`src/rtl/pingpong_buf_ctrl_if.sv`:
```
// Pixel-in / buffer-control bundle for the display double-buffer controller.
// The slave side is the controller; the master side feeds pixels and observes.
interface pingpong_buf_ctrl_if #(
    parameter int unsigned DATA_W = 8,
    parameter int unsigned ADDR_W = 4
);
    logic [DATA_W-1:0] PixIn;
    logic              PixValid;
    logic              PixReady;
    logic              WrEnBuf0;
    logic              WrEnBuf1;
    logic [ADDR_W-1:0] WrAddr;
    logic [DATA_W-1:0] WrData;
    logic [ADDR_W-1:0] RdAddr;
    logic              SelBuf0;
    logic              SelBuf1;
    logic              SelBlank;
    logic              Underrun;

    modport master (
        output PixIn, PixValid,
        input  PixReady, WrEnBuf0, WrEnBuf1, WrAddr, WrData,
        input  RdAddr, SelBuf0, SelBuf1, SelBlank, Underrun
    );

    modport slave (
        input  PixIn, PixValid,
        output PixReady, WrEnBuf0, WrEnBuf1, WrAddr, WrData,
        output RdAddr, SelBuf0, SelBuf1, SelBlank, Underrun
    );
endinterface

```
`src/rtl/pingpong_buf_ctrl.sv`:
```
// Ping-pong line buffer controller: steers pixels into two line buffers and
// scans each full buffer once, followed by a fixed blanking gap.
module pingpong_buf_ctrl #(
    parameter int unsigned DATA_W    = 8,
    parameter int unsigned DEPTH     = 16,
    parameter int unsigned ADDR_W    = 4,
    parameter int unsigned BLANK_LEN = 4
) (
    input logic                Clk,
    input logic                ResetN,
    pingpong_buf_ctrl_if.slave bus
);
    localparam int unsigned BLANK_W = (BLANK_LEN > 1) ? $clog2(BLANK_LEN) : 1;
    localparam logic [ADDR_W-1:0]  LastAddr  = ADDR_W'(DEPTH - 1);
    localparam logic [BLANK_W-1:0] LastBlank = BLANK_W'(BLANK_LEN - 1);

    localparam logic [1:0] StIdle   = 2'd0;
    localparam logic [1:0] StActive = 2'd1;
    localparam logic [1:0] StBlank  = 2'd2;

    // Writer state
    logic              wrBuf;
    logic [ADDR_W-1:0] wrCnt;
    logic [1:0]        full;
    logic [1:0]        fullNext;
    logic              pixAccept;
    logic              lineDone;
    logic [DATA_W-1:0] pixData;

    // Reader state
    logic [1:0]         state,    stateNext;
    logic               rdBuf,    rdBufNext;
    logic [ADDR_W-1:0]  rdAddr,   rdAddrNext;
    logic [BLANK_W-1:0] blankCnt, blankCntNext;
    logic               underrun, underrunNext;
    logic               selBuf0,  selBuf1, selBlank;
    logic               scanDone;

    assign pixData      = bus.PixIn;
    assign pixAccept    = bus.PixValid & ~full[wrBuf];
    assign lineDone     = pixAccept && (wrCnt == LastAddr);
    assign scanDone     = (state == StActive) && (rdAddr == LastAddr);

    assign bus.PixReady = ~full[wrBuf];
    assign bus.WrData   = pixData;
    assign bus.WrAddr   = wrCnt;
    assign bus.WrEnBuf0 = pixAccept & ~wrBuf;
    assign bus.WrEnBuf1 = pixAccept & wrBuf;
    assign bus.RdAddr   = rdAddr;
    assign bus.SelBuf0  = selBuf0;
    assign bus.SelBuf1  = selBuf1;
    assign bus.SelBlank = selBlank;
    assign bus.Underrun = underrun;

    // A buffer is only set while empty and only cleared while full, so the two
    // updates never target the same bit in one cycle.
    always_comb begin
        fullNext = full;
        if (lineDone) fullNext[wrBuf] = 1'b1;
        if (scanDone) fullNext[rdBuf] = 1'b0;
    end

    always_ff @(posedge Clk or negedge ResetN) begin
        if (!ResetN) begin
            wrBuf <= 1'b0;
            wrCnt <= '0;
            full  <= '0;
        end else begin
            full <= fullNext;
            if (pixAccept) begin
                if (lineDone) begin
                    wrCnt <= '0;
                    wrBuf <= ~wrBuf;
                end else begin
                    wrCnt <= wrCnt + ADDR_W'(1);
                end
            end
        end
    end

    always_comb begin
        stateNext    = state;
        rdBufNext    = rdBuf;
        rdAddrNext   = rdAddr;
        blankCntNext = blankCnt;
        underrunNext = 1'b0;
        unique case (state)
            StIdle: begin
                if (full[rdBuf]) begin
                    stateNext  = StActive;
                    rdAddrNext = '0;
                end
            end
            StActive: begin
                if (rdAddr == LastAddr) begin
                    rdAddrNext   = '0;
                    rdBufNext    = ~rdBuf;
                    blankCntNext = '0;
                    stateNext    = StBlank;
                end else begin
                    rdAddrNext = rdAddr + ADDR_W'(1);
                end
            end
            StBlank: begin
                // rdBuf already points at the next buffer in line here.
                if (blankCnt == LastBlank) begin
                    if (full[rdBuf]) begin
                        stateNext  = StActive;
                        rdAddrNext = '0;
                    end else begin
                        stateNext    = StIdle;
                        underrunNext = 1'b1;
                    end
                end else begin
                    blankCntNext = blankCnt + BLANK_W'(1);
                end
            end
            default: stateNext = StIdle;
        endcase
    end

    always_ff @(posedge Clk or negedge ResetN) begin
        if (!ResetN) begin
            state    <= StIdle;
            rdBuf    <= 1'b0;
            rdAddr   <= '0;
            blankCnt <= '0;
            underrun <= 1'b0;
            selBuf0  <= 1'b0;
            selBuf1  <= 1'b0;
            selBlank <= 1'b1;
        end else begin
            state    <= stateNext;
            rdBuf    <= rdBufNext;
            rdAddr   <= rdAddrNext;
            blankCnt <= blankCntNext;
            underrun <= underrunNext;
            selBuf0  <= (stateNext == StActive) & ~rdBufNext;
            selBuf1  <= (stateNext == StActive) & rdBufNext;
            selBlank <= (stateNext != StActive);
        end
    end
endmodule

```
`src/flat_wrapper.sv`:
```
// flat-port wrapper written by rule: the top's interface ports become plain ports
module pingpong_buf_ctrl_flat 
#(
    parameter int unsigned DATA_W    = 8,
    parameter int unsigned DEPTH     = 16,
    parameter int unsigned ADDR_W    = 4,
    parameter int unsigned BLANK_LEN = 4
)
  (Clk, ResetN, bus_PixIn, bus_PixValid, bus_PixReady, bus_WrEnBuf0, bus_WrEnBuf1, bus_WrAddr, bus_WrData, bus_RdAddr, bus_SelBuf0, bus_SelBuf1, bus_SelBlank, bus_Underrun);
  pingpong_buf_ctrl_if #(.DATA_W(DATA_W), .ADDR_W(ADDR_W)) bus_i ();
  input logic Clk;
  input logic ResetN;
  input wire logic [$bits(bus_i.PixIn)-1:0] bus_PixIn;
  input wire logic [$bits(bus_i.PixValid)-1:0] bus_PixValid;
  output wire logic [$bits(bus_i.PixReady)-1:0] bus_PixReady;
  output wire logic [$bits(bus_i.WrEnBuf0)-1:0] bus_WrEnBuf0;
  output wire logic [$bits(bus_i.WrEnBuf1)-1:0] bus_WrEnBuf1;
  output wire logic [$bits(bus_i.WrAddr)-1:0] bus_WrAddr;
  output wire logic [$bits(bus_i.WrData)-1:0] bus_WrData;
  output wire logic [$bits(bus_i.RdAddr)-1:0] bus_RdAddr;
  output wire logic [$bits(bus_i.SelBuf0)-1:0] bus_SelBuf0;
  output wire logic [$bits(bus_i.SelBuf1)-1:0] bus_SelBuf1;
  output wire logic [$bits(bus_i.SelBlank)-1:0] bus_SelBlank;
  output wire logic [$bits(bus_i.Underrun)-1:0] bus_Underrun;
  assign bus_i.PixIn = bus_PixIn;
  assign bus_i.PixValid = bus_PixValid;
  assign bus_PixReady = bus_i.PixReady;
  assign bus_WrEnBuf0 = bus_i.WrEnBuf0;
  assign bus_WrEnBuf1 = bus_i.WrEnBuf1;
  assign bus_WrAddr = bus_i.WrAddr;
  assign bus_WrData = bus_i.WrData;
  assign bus_RdAddr = bus_i.RdAddr;
  assign bus_SelBuf0 = bus_i.SelBuf0;
  assign bus_SelBuf1 = bus_i.SelBuf1;
  assign bus_SelBlank = bus_i.SelBlank;
  assign bus_Underrun = bus_i.Underrun;
  pingpong_buf_ctrl #(.DATA_W(DATA_W), .DEPTH(DEPTH), .ADDR_W(ADDR_W), .BLANK_LEN(BLANK_LEN)) u_core (.Clk(Clk), .ResetN(ResetN), .bus(bus_i));
endmodule
```
`config.mk`:
```
export PLATFORM = sky130hd
export DESIGN_NAME = pingpong_buf_ctrl_flat
export DESIGN_NICKNAME = d
export VERILOG_FILES = /design/src/rtl/pingpong_buf_ctrl_if.sv /design/src/rtl/pingpong_buf_ctrl.sv /design/src/flat_wrapper.sv
export SDC_FILE = /design/constraint.sdc
export NUM_CORES = 1
export LEC_CHECK = 0
export CAP_MARGIN = 20
export CORE_UTILIZATION = 45
export DETAILED_ROUTE_END_ITERATION = 16
export HOLD_SLACK_MARGIN = 0.15
export PLACE_DENSITY = 0.78
export SLEW_MARGIN = 30
export SYNTH_ARGS = -nofsm -noshare
export SYNTH_HDL_FRONTEND = slang
export SYNTH_SLANG_ARGS = --single-unit
```
`constraint.sdc`:
```
create_clock -name Clk -period 4 [get_ports Clk]
set_input_delay 0.8 -clock Clk [delete_from_list [all_inputs] [get_ports Clk]]
set_output_delay 0.8 -clock Clk [all_outputs]
set_load 0.03 [all_outputs]
```
After elaboration in Yosys (flattened, before gate mapping):

Cells that the tools add are included.

* logic and storage cells: 78
* output and inout port bits: 23
* flip-flop bits (word level): 20
* input bits: 11

* $add $sub $neg: 3
* bitwise gates (word level): 12
* eq/ne operators: 10
* magnitude comparators: 4
* reductions and logical operators: 10
* muxes and demuxes: 28

Operators with widths (number)
* 4-bit 2-to-1 mux: 4
* 2-bit 2-to-1 mux: 7
* 1-bit 2-to-1 mux: 12
* 4-bit case mux with 3 select lines: 1
* 4-bit by 1-bit adder with 4-bit output, second input constant: 2
* 4-bit == test, second input constant: 2
* 2-bit case mux with 3 select lines: 1
* 1-bit AND: 5
* 2-bit by 1-bit == test with 1-bit output, second input constant: 2
* 2-bit == test, second input constant: 2
* 1-bit logical AND: 4
* 1-bit by 2-bit < comparator with 1-bit output, second input constant: 2
* 2-bit by 1-bit inequality test with 1-bit output, second input constant: 2
* 2-bit inequality test, second input constant: 2
* 1-bit NOT: 4
* 2-bit case mux with 2 select lines: 1
* 2-bit AND reduction: 2
* 3-bit AND reduction: 1
* 3-bit nonzero test: 1
* 2-bit by 1-bit adder with 2-bit output, second input constant: 1
* 2-bit AND: 1
* 1-bit demux with 1-bit select: 2
* 1-bit greater-or-equal comparator, second input constant: 2
* 2-bit zero test: 1
* other kinds (3): 3

Longest topological paths before layout:

Gate-level depths: netlist (run 1).

* word-level depth: 8
* gate-level depth with buffers: 7
* mapped depth without buffers: 6

Worst setup path after synthesis (run 1):

Ideal clock, no wire load.

* path type: input port to output port
* start point: input bus_PixValid
* end point: output bus_WrEnBuf0
* path buffers: 0
* cell stages on the path: 1
* arrival: 1.531 ns
* data required time: 3.200 ns
* setup slack: 1.669 ns
* cell sequence: nor3b_1

* longest elaborated chain between the ends: 2

RTL lines
* start, declared: RTL line flat_wrapper.sv:14 `input wire logic [$bits(bus_i.PixValid)-1:0] bus_PixValid;`
* 1-bit AND: RTL line pingpong_buf_ctrl.sv:40 `assign pixAccept = bus.PixValid & ~full[wrBuf];`
* 1-bit AND: RTL line pingpong_buf_ctrl.sv:47 `assign bus.WrEnBuf0 = pixAccept & ~wrBuf;`
* end, declared: RTL line flat_wrapper.sv:16 `output wire logic [$bits(bus_i.WrEnBuf0)-1:0] bus_WrEnBuf0;`

Every way passes these cells.

Final worst setup path (run 1):

Same ends and word-level chain as after synthesis.

==> flow_summary.toml, run 1 <==
[placement]
placed_cells = 144
buffer_ports.inserted = 17
dp_hpwl_um = 1516
place_ws_ns = 0.9163
gp_congestion = 0.7706

[logic_synthesis]
synth_enable_flop_cells = 0
synth_top_area_cell = "sky130_fd_sc_hd__dfrtp_1"
postSynthAreaPerCell_um2 = 10.06
syn-num-nets = 128
ys.flop_type = "sky130_fd_sc_hd__dfrtp_1"
synth_cell_types = 36
synth_seq_area_share_pct = 45.78
synth_largest_type_area_fraction_pct = 43.38
yosys_warnings = 0
gate_count_post_synth = 109
synth_async_sr_flop_share_pct = 100.0
synth.ff_latch_count = 20
syn-cell-area_mm2 = 0.001096
synth_top_cells_by_area = "sky130_fd_sc_hd__dfrtp_1, sky130_fd_sc_hd__ha_1, sky130_fd_sc_hd__buf_4, sky130_fd_sc_hd__nand2_1, sky130_fd_sc_hd__o21ai_0"

[routing]
remaining_drc_errors = 0
pre_repair_dr_iteration_count = 4
total_wirelength_um = 1960
route.top_layer_used = "met4"
drt-wirelength-per-cell_um = 13.24
met3WireLength_um = 100
detailroute.via_count = 805
final_antenna_net_count = 0
route.met2.wl_um = 930
detail_route.iter0.violations = 18
routed_via_density = 5.439
met1Wirelength_um = 904

[critical_path]
endpoint_kind = "primary output"
timing.reg2reg.setup_slack_ns = 2.28
cp_max_fo = 6
worstSetupPathType = "primary input to primary output"
worstSetupStartpointType = "primary input"
worst_ep_arrival_time_ns = 2.30
critPathRequiredTime_ns = 3.20

[floorplan]
die_span_x_um = 51.35
initial_utilization_pct = 48.61
coreArea_mm2 = 0.002255
die_height_um = 51.35
io-pin-count = 34
design.die.area_mm2 = 0.002637
rows = 17

[final_layout]
share_of_the_core_filled_with_cells_pct = 56.10
layout.nets = 140
num_antenna_cells = 0
layout.cells.non_filler = 148
layout.cells.most_common = "sky130_fd_sc_hd__dfrtp_1"
layout-area-overhead-vs-synth_pct = 15.41
drive_gt1_share_pct = 8.333
mostFrequentLayoutCells = "sky130_fd_sc_hd__dfrtp_1, sky130_fd_sc_hd__clkdlybuf4s50_1, sky130_fd_sc_hd__nand2_1"

[grt]
grt_pass1_wl_um = 3560
gr-usage-all-layers_pct = 18.38
grt_start_max_net_pins = 21
grt_overflow = 0
vias_in_the_first_global_route = 811
antenna_violations_before_repair = 0

[flow_run]
maxCapViolCount = 0

[clocking]
postCtsResizedCells = 0
cts.root.buffer_cell = "sky130_fd_sc_hd__clkbuf_4"
hold_buffers = 0
clk_pin_slew_worst_paths_ns = 0.10
cts_post_setup_buffers_inserted = 0
cts_tree = "built"
number_of_buffers_between_clock_root_and_the_deepest_sink = 2
clk_lat_worst_skew_ns = 0.29
cts_max_level = 1
cts_made_buffers = 3
cts_num_sinks = 20

[sta]
hold_violations = 0
post-route-min-period_ns = 3.096
measured_slew_at_the_worst_slew_check_pin_ns = 0.4212
final_min_period_over_clock_period_pct = 77.40
timing.final.ws_setup_ns = 0.9040
report.final.setup_viol = 0
grt_setup_unrepaired = "no"
fin_setup_tns_ns = 0
drv_slew = 0
skew_ns = 0.004538
achievable-frequency_ghz = 0.3230
max_slew_margin_pct = 71.12

[min_path]
path_class_of_the_lowest_slack_min_delay_path = "primary input to async pin"

[power]
leakage_nw = 0.5685
power_density_mw_per_mm2 = 722.8
ir_drop_mv = 0.4267
report.power.total_w = 0.0009144

[run_status]
outcome = "complete, no violations"
worst max-delay path, cell delays in order:
cell and delay, ns:
sky130_fd_sc_hd__clkdlybuf4s50_1 0.57, sky130_fd_sc_hd__nor3b_1 0.22, sky130_fd_sc_hd__clkdlybuf4s50_1 0.70
routing by layer:
layer | vias to the layer above | global-route usage, %
met4 | 0 | 6.306
met3 | 2 | 5.655
li1 | 398 | -
met5 | - | 0
met1 | 387 | 23.15
met2 | 18 | 29.82
worst paths after layout:
check / startpoint / endpoint / cells after the start
hold / removal: ResetN / u_core.blankCnt[1]$_DFFE_PN0P_ / 1
max in group asynchronous: ResetN / u_core.bus.SelBlank$_DFF_PN1_ / 1
setup reg to reg: u_core.state[0]$_DFF_PN0_ / u_core.bus.SelBuf1$_DFF_PN0_ / 6
hold reg to reg: u_core.bus.WrAddr[3]$_DFFE_PN0P_ / u_core.bus.WrAddr[3]$_DFFE_PN0P_ / 1
setup / recovery: bus_PixValid / bus_WrEnBuf0 / 3
min in group Clk: u_core.bus.WrAddr[3]$_DFFE_PN0P_ / u_core.bus.WrAddr[3]$_DFFE_PN0P_ / 1
sequential cells by signal (all words and copies together), names as in the netlist:
signal	flops
u_core.bus.SelBuf1	1
u_core.wrBuf	1
u_core.bus.SelBuf0	1
u_core.bus.WrAddr	4
u_core.bus.SelBlank	1
u_core.bus.RdAddr	4
u_core.bus.Underrun	1
u_core.full	2
u_core.blankCnt	2
u_core.state	2
u_core.rdBuf	1
power by group:
part | switching, W | internal [W]
clock | 0.0000565 | 0.0000555
sequential | 0.0000700 | 0.000269
combinational | 0.000265 | 0.000199
cells by family after synthesis:
kind of cell	count (synthesis)	share of synthesized area, %
flops	20	45.78
mux	3	2.854
compound gates	22	14.61
xor+xnor	3	2.398
simple gates	38	17.35
buf+inv	15	7.877
fa+ha+maj	8	9.133
layout make-up:
| class | count | area (um^2) |
|---|---|---|
| clock buffer | 4 | 36.28 |
| fill | 204 | 989.7 |
| inverter | 5 | 18.77 |
| multi-input combinational | 74 | 508.0 |
| sequential | 20 | 501.7 |
| tap | 28 | 35.03 |
| timing repair buffer | 17 | 165.2 |
metrics by stage:
| step | instance area, um^2 | hold slack [ns] |
|---|---|---|
| 5_1_grt | 1265 | 0.4443 |
| 3_3_place_gp | 1234 | 0.5089 |
| 6_report | 1265 | 0.4231 |
| 2_1_floorplan | 1096 | 0.5040 |
| 4_1_cts | 1270 | 0.5394 |
| 3_5_place_dp | 1234 | 0.5238 |
Yosys cell counts (3+ instances only):
master,number
sky130_fd_sc_hd__and2_1,3
sky130_fd_sc_hd__buf_4,8
sky130_fd_sc_hd__dfrtp_1,19
sky130_fd_sc_hd__ha_1,8
sky130_fd_sc_hd__inv_1,5
sky130_fd_sc_hd__nand2_1,12
sky130_fd_sc_hd__nand3_1,5
sky130_fd_sc_hd__nor2_1,7
sky130_fd_sc_hd__nor2b_1,3
sky130_fd_sc_hd__o21ai_0,6
Power figures use the tool's default switching activity.
==> inputs of run 2 (changes only) <==
Clock period 4 ns to 2.95 ns, I/O delays scaled along.
==> run 2 against run 1 <==
  * Sequential power up 37%
  * Non-clock buffer count unchanged
  * Clock-buffer cell count unchanged
  * Hold slack worse by 0.21 ns
  * Cell count unchanged
  * Die area unchanged
  * Global-route usage up 0.21 points
  * Total power up 37%
  * Final area unchanged
  * Critical path type unchanged
  * Largest cell class unchanged
==> flow_summary.toml, run 2 (same netlist as run 1, synthesis figures left out) <==
[flow_run]
maxCapViolCount = 0

[clocking]
cts_max_level = 1
cts_num_sinks = 20
postCtsResizedCells = 0
cts_made_buffers = 3
cts_post_setup_buffers_inserted = 0
clk_lat_worst_skew_ns = 0.30
clk_pin_slew_worst_paths_ns = 0.11
hold_buffers = 0
cts_tree = "built"
cts.root.buffer_cell = "sky130_fd_sc_hd__clkbuf_4"
number_of_buffers_between_clock_root_and_the_deepest_sink = 2

[critical_path]
r2r_depth = 6
crit_chain = "clkdlybuf4s50_1 > nor3b_1 > clkdlybuf4s50_1"
crit_path_max_incr_delay_ns = 0.71
cp_slowest_cell = "sky130_fd_sc_hd__clkdlybuf4s50_1"
cp_top_family = "buffers and inverters"
endpoint_kind = "primary output"
worst_ep_arrival_time_ns = 2.09
worstPathBufferInverterCount = 2
timing.reg2reg.setup_slack_ns = 1.21
critPathRequiredTime_ns = 2.36
path_common_cell = "sky130_fd_sc_hd__clkdlybuf4s50_1"
worstSetupPathType = "primary input to primary output"
worstSetupStartpointType = "primary input"
r2r_start = "u_core.state[0]$_DFF_PN0_"
cp_max_fo = 6
worst_r2r_endpoint = "u_core.bus.SelBlank$_DFF_PN1_"

[sta]
timing.final.ws_setup_ns = 0.2697
hold_violations = 0
achievable-frequency_ghz = 0.3731
grt_setup_unrepaired = "no"
measured_slew_at_the_worst_slew_check_pin_ns = 0.4187
fin_setup_tns_ns = 0
post-route-min-period_ns = 2.680
skew_ns = 0.001901
final_min_period_over_clock_period_pct = 90.86
drv_slew = 0
max_slew_margin_pct = 71.79
report.final.setup_viol = 0

[routing]
drt-wirelength-per-cell_um = 14.31
pre_repair_dr_iteration_count = 4
detail_route.iter0.violations = 16
total_wirelength_um = 2118
final_antenna_net_count = 0
routed_via_density = 5.534
remaining_drc_errors = 0
detailroute.via_count = 819

[final_layout]
mostFrequentLayoutCells = "sky130_fd_sc_hd__dfrtp_1, sky130_fd_sc_hd__clkdlybuf4s50_1, sky130_fd_sc_hd__nand2_1"
drive_gt1_share_pct = 8.333
layout.cells.most_common = "sky130_fd_sc_hd__dfrtp_1"
layout.cells.non_filler = 148
layout.nets = 140
num_antenna_cells = 0
layout-area-overhead-vs-synth_pct = 15.41

[grt]
antenna_violations_before_repair = 0
grt_pass1_wl_um = 3622
vias_in_the_first_global_route = 822
grt_start_max_net_pins = 21
grt_overflow = 0
gr-usage-all-layers_pct = 18.59

[placement]
place_ws_ns = 0.2840
buffer_ports.inserted = 17
gp_congestion = 0.7629
dp_hpwl_um = 1575
placed_cells = 144

[floorplan]
io-pin-count = 34
die_height_um = 51.35
rows = 17
coreArea_mm2 = 0.002255
die_span_x_um = 51.35
design.die.area_mm2 = 0.002637
initial_utilization_pct = 48.61

[power]
ir_drop_mv = 0.5997
pwr-share-clk_pct = 12.7
p_int_w = 0.0007094
switching_share_pct = 43.33
sequentialPowerShare_pct = 37.0
power_density_mw_per_mm2 = 989.6
comb_power_share_pct = 50.3
report.power.total_w = 0.001252
power.switching_w = 0.0005424
leakage_nw = 0.5685

[min_path]
path_class_of_the_lowest_slack_min_delay_path = "primary input to async pin"

[run_status]
outcome = "complete, no violations"
run 2: cell counts in the layout (fill, tap and decap cells not counted):
Identical to the previous run, type by type.
run 2: cell type report:
type                       count  area [um^2]
inverter                       5        18.77
timing repair buffer          17        165.2
tap                           28        35.03
multi-input combinational     74        508.0
clock buffer                   4        36.28
fill                         215        989.7
sequential                    20        501.7
run 2: how the worst max path moves through the flow:
| stage | startpoint | to | slack, ns | depth (start not counted) |
|---|---|---|---|---|
| floorplan | bus_PixValid | bus_WrEnBuf0 | 1.04 | 1 |
| global placement | bus_PixValid | bus_WrEnBuf0 | 0.34 | 3 |
| detailed placement | bus_PixValid | bus_WrEnBuf0 | 0.28 | 3 |
| CTS | bus_PixValid | bus_WrEnBuf0 | 0.28 | 3 |
| global route | bus_PixValid | bus_WrEnBuf0 | 0.22 | 3 |
| finish | bus_PixValid | bus_WrEnBuf0 | 0.27 | 3 |
run 2: power by group through the flow:
stage | Combinational (W) | Sequential (W) | Clock [W]
floorplan | 0.000326 | 0.000562 | 0
global placement | 0.000613 | 0.000458 | 0
detailed placement | 0.000629 | 0.000466 | 0
CTS | 0.000633 | 0.000462 | 0.000165
global route | 0.000688 | 0.000475 | 0.000177
finish | 0.000629 | 0.000464 | 0.000159
run 2: worst reg2reg max path, cell delays in order (launching register included):
cell and delay [ns]:
sky130_fd_sc_hd__dfrtp_1 0.43, sky130_fd_sc_hd__inv_1 0.10, sky130_fd_sc_hd__ha_1 0.26, sky130_fd_sc_hd__nor2b_1 0.20, sky130_fd_sc_hd__a211oi_2 0.24, sky130_fd_sc_hd__o21ai_2 0.10, sky130_fd_sc_hd__or3_1 0.35
run 2: per-layer routing:
metal / up-vias / track usage, % / wire, um / part of all wire [%]
li1: 399 / - / - / -
met1: 398 / 24.11 / 986 / 47
met2: 18 / 28.95 / 1017 / 48
met3: 4 / 4.464 / 87 / 4.1
met4: 0 / 9.009 / 26 / 1.2
met5: - / 0 / 0 / 0
run 2: metrics by stage:
step	utilization (%)	hold WS [ns]	instance area, um^2
floorplan	-	0.2944	1096
global placement	54.72	0.5090	1234
detailed placement	54.72	0.5222	1234
CTS	56.33	0.5367	1270
global route	56.10	0.2339	1265
finish	56.10	0.2117	1265
==> inputs of run 3 (changes only) <==
Clock period 2.95 ns to 3.05 ns, I/O delays scaled along.
==> run 3 against run 2 <==
  * Clock power shrank 4%
  * Critical path depth is the same
  * First-iteration DRC count shrank 19%
  * Highest routed layer unchanged
  * Wire length grew 0.61%
  * Worst setup slack lost 0.0066 ns
  * Largest power group unchanged
==> flow_summary.toml, run 3 (same netlist as run 1, synthesis figures left out) <==
[grt]
vias_in_the_first_global_route = 854
grt_start_max_net_pins = 21
gr-usage-all-layers_pct = 19.41
grt_pass1_wl_um = 3801
antenna_violations_before_repair = 0
grt_overflow = 0

[power]
leakage_nw = 0.5685
ir_drop_mv = 0.5696
power_density_mw_per_mm2 = 959.1

[routing]
pre_repair_dr_iteration_count = 4
remaining_drc_errors = 0
routed_via_density = 5.595
final_antenna_net_count = 0
drt-wirelength-per-cell_um = 14.40
detail_route.iter0.violations = 13
detailroute.via_count = 828
total_wirelength_um = 2131

[critical_path]
worst_r2r_endpoint = "u_core.bus.SelBlank$_DFF_PN1_"
worstSetupPathType = "primary input to primary output"
worstPathBufferInverterCount = 2
cp_slowest_cell = "sky130_fd_sc_hd__clkdlybuf4s50_1"
critPathRequiredTime_ns = 2.44
crit_chain = "clkdlybuf4s50_1 > nor3b_1 > clkdlybuf4s50_1"
path_common_cell = "sky130_fd_sc_hd__clkdlybuf4s50_1"
endpoint_kind = "primary output"
r2r_depth = 6
cp_max_fo = 6
r2r_start = "u_core.state[0]$_DFF_PN0_"
cp_top_family = "buffers and inverters"
worstSetupStartpointType = "primary input"
worst_ep_arrival_time_ns = 2.18
timing.reg2reg.setup_slack_ns = 1.34
crit_path_max_incr_delay_ns = 0.74

[final_layout]
layout.cells.non_filler = 148
mostFrequentLayoutCells = "sky130_fd_sc_hd__dfrtp_1, sky130_fd_sc_hd__clkdlybuf4s50_1, sky130_fd_sc_hd__nand2_1"
num_antenna_cells = 0
share_of_the_core_filled_with_cells_pct = 56.10
layout.cells.most_common = "sky130_fd_sc_hd__dfrtp_1"
layout.area.seq_um2 = 501.7
drive_gt1_share_pct = 8.333
n_fill_cell = 217
layout.nets = 140
layout-area-overhead-vs-synth_pct = 15.41
multiInputGateArea_um2 = 508.0

[clocking]
cts_tree = "built"
number_of_buffers_between_clock_root_and_the_deepest_sink = 2
cts_post_setup_buffers_inserted = 0
clk_pin_slew_worst_paths_ns = 0.11
hold_buffers = 0
cts_made_buffers = 3
cts_num_sinks = 20
cts_max_level = 1
clk_lat_worst_skew_ns = 0.29
postCtsResizedCells = 0
cts.root.buffer_cell = "sky130_fd_sc_hd__clkbuf_4"

[sta]
achievable-frequency_ghz = 0.3588
hold_violations = 0
fin_setup_tns_ns = 0
drv_slew = 0
grt_setup_unrepaired = "no"
post-route-min-period_ns = 2.787
skew_ns = 0.001570
report.final.setup_viol = 0
final_min_period_over_clock_period_pct = 91.37
max_slew_margin_pct = 73.05
measured_slew_at_the_worst_slew_check_pin_ns = 0.3930

[floorplan]
design.die.area_mm2 = 0.002637
rows = 17
die_span_x_um = 51.35
initial_utilization_pct = 48.61
io-pin-count = 34
coreArea_mm2 = 0.002255
die_height_um = 51.35

[run_status]
outcome = "complete, no violations"

[min_path]
path_class_of_the_lowest_slack_min_delay_path = "primary input to async pin"

[placement]
buffer_ports.inserted = 17
gp_congestion = 0.7642
dp_hpwl_um = 1607
placed_cells = 144

[flow_run]
maxCapViolCount = 0
## run 3: worst register-to-register path: stages, from the launching register on
cell                       delay [ns]
sky130_fd_sc_hd__dfrtp_1         0.40
sky130_fd_sc_hd__inv_1           0.09
sky130_fd_sc_hd__ha_1            0.26
sky130_fd_sc_hd__nor2b_1         0.20
sky130_fd_sc_hd__a211oi_2        0.24
sky130_fd_sc_hd__o21ai_2         0.10
sky130_fd_sc_hd__or3_1           0.35
## run 3: report_power, final
group          internal, W  switching [W]  leakage (nW)
clock            0.0000727      0.0000804        0.0210
sequential        0.000352      0.0000948         0.258
combinational     0.000261       0.000352         0.289
total             0.000686       0.000527         0.569
## run 3: area by class of cell
class	count	share of cell area (%)
Multi-Input combinational cell	74	40.16
Sequential cell	20	39.66
Timing Repair Buffer	17	13.06
Clock buffer	4	2.868
Tap cell	28	2.770
Inverter	5	1.484
## run 3: metal layers
metal	track usage, %	routed length [um]
met3	4.464	87
met1	25.80	988
met2	29.61	1029
met4	9.459	25
met5	0	0
## run 3: worst max path at each step
stage               cells past startpoint    startpoint            to  slack (ns)
floorplan                               1  bus_PixValid  bus_WrEnBuf0        1.10
global placement                        3  bus_PixValid  bus_WrEnBuf0        0.40
finish                                  3  bus_PixValid  bus_WrEnBuf0        0.26
global route                            3  bus_PixValid  bus_WrEnBuf0        0.23
detailed placement                      3  bus_PixValid  bus_WrEnBuf0        0.25
CTS                                     3  bus_PixValid  bus_WrEnBuf0        0.25
## run 3: stage by stage
step / power [W] / hold slack, ns / cell area [um^2] / worst slack (ns)
6_report: 0.001213 / 0.2332 / 1265 / 0.2631
5_1_grt: 0.001300 / 0.2560 / 1265 / 0.2342
4_1_cts: 0.001222 / 0.5371 / 1270 / 0.2481
3_5_place_dp: 0.001065 / 0.5189 / 1234 / 0.2475
3_3_place_gp: 0.001036 / 0.5093 / 1234 / 0.4006
2_1_floorplan: 0.0008588 / 0.3144 / 1096 / 1.099
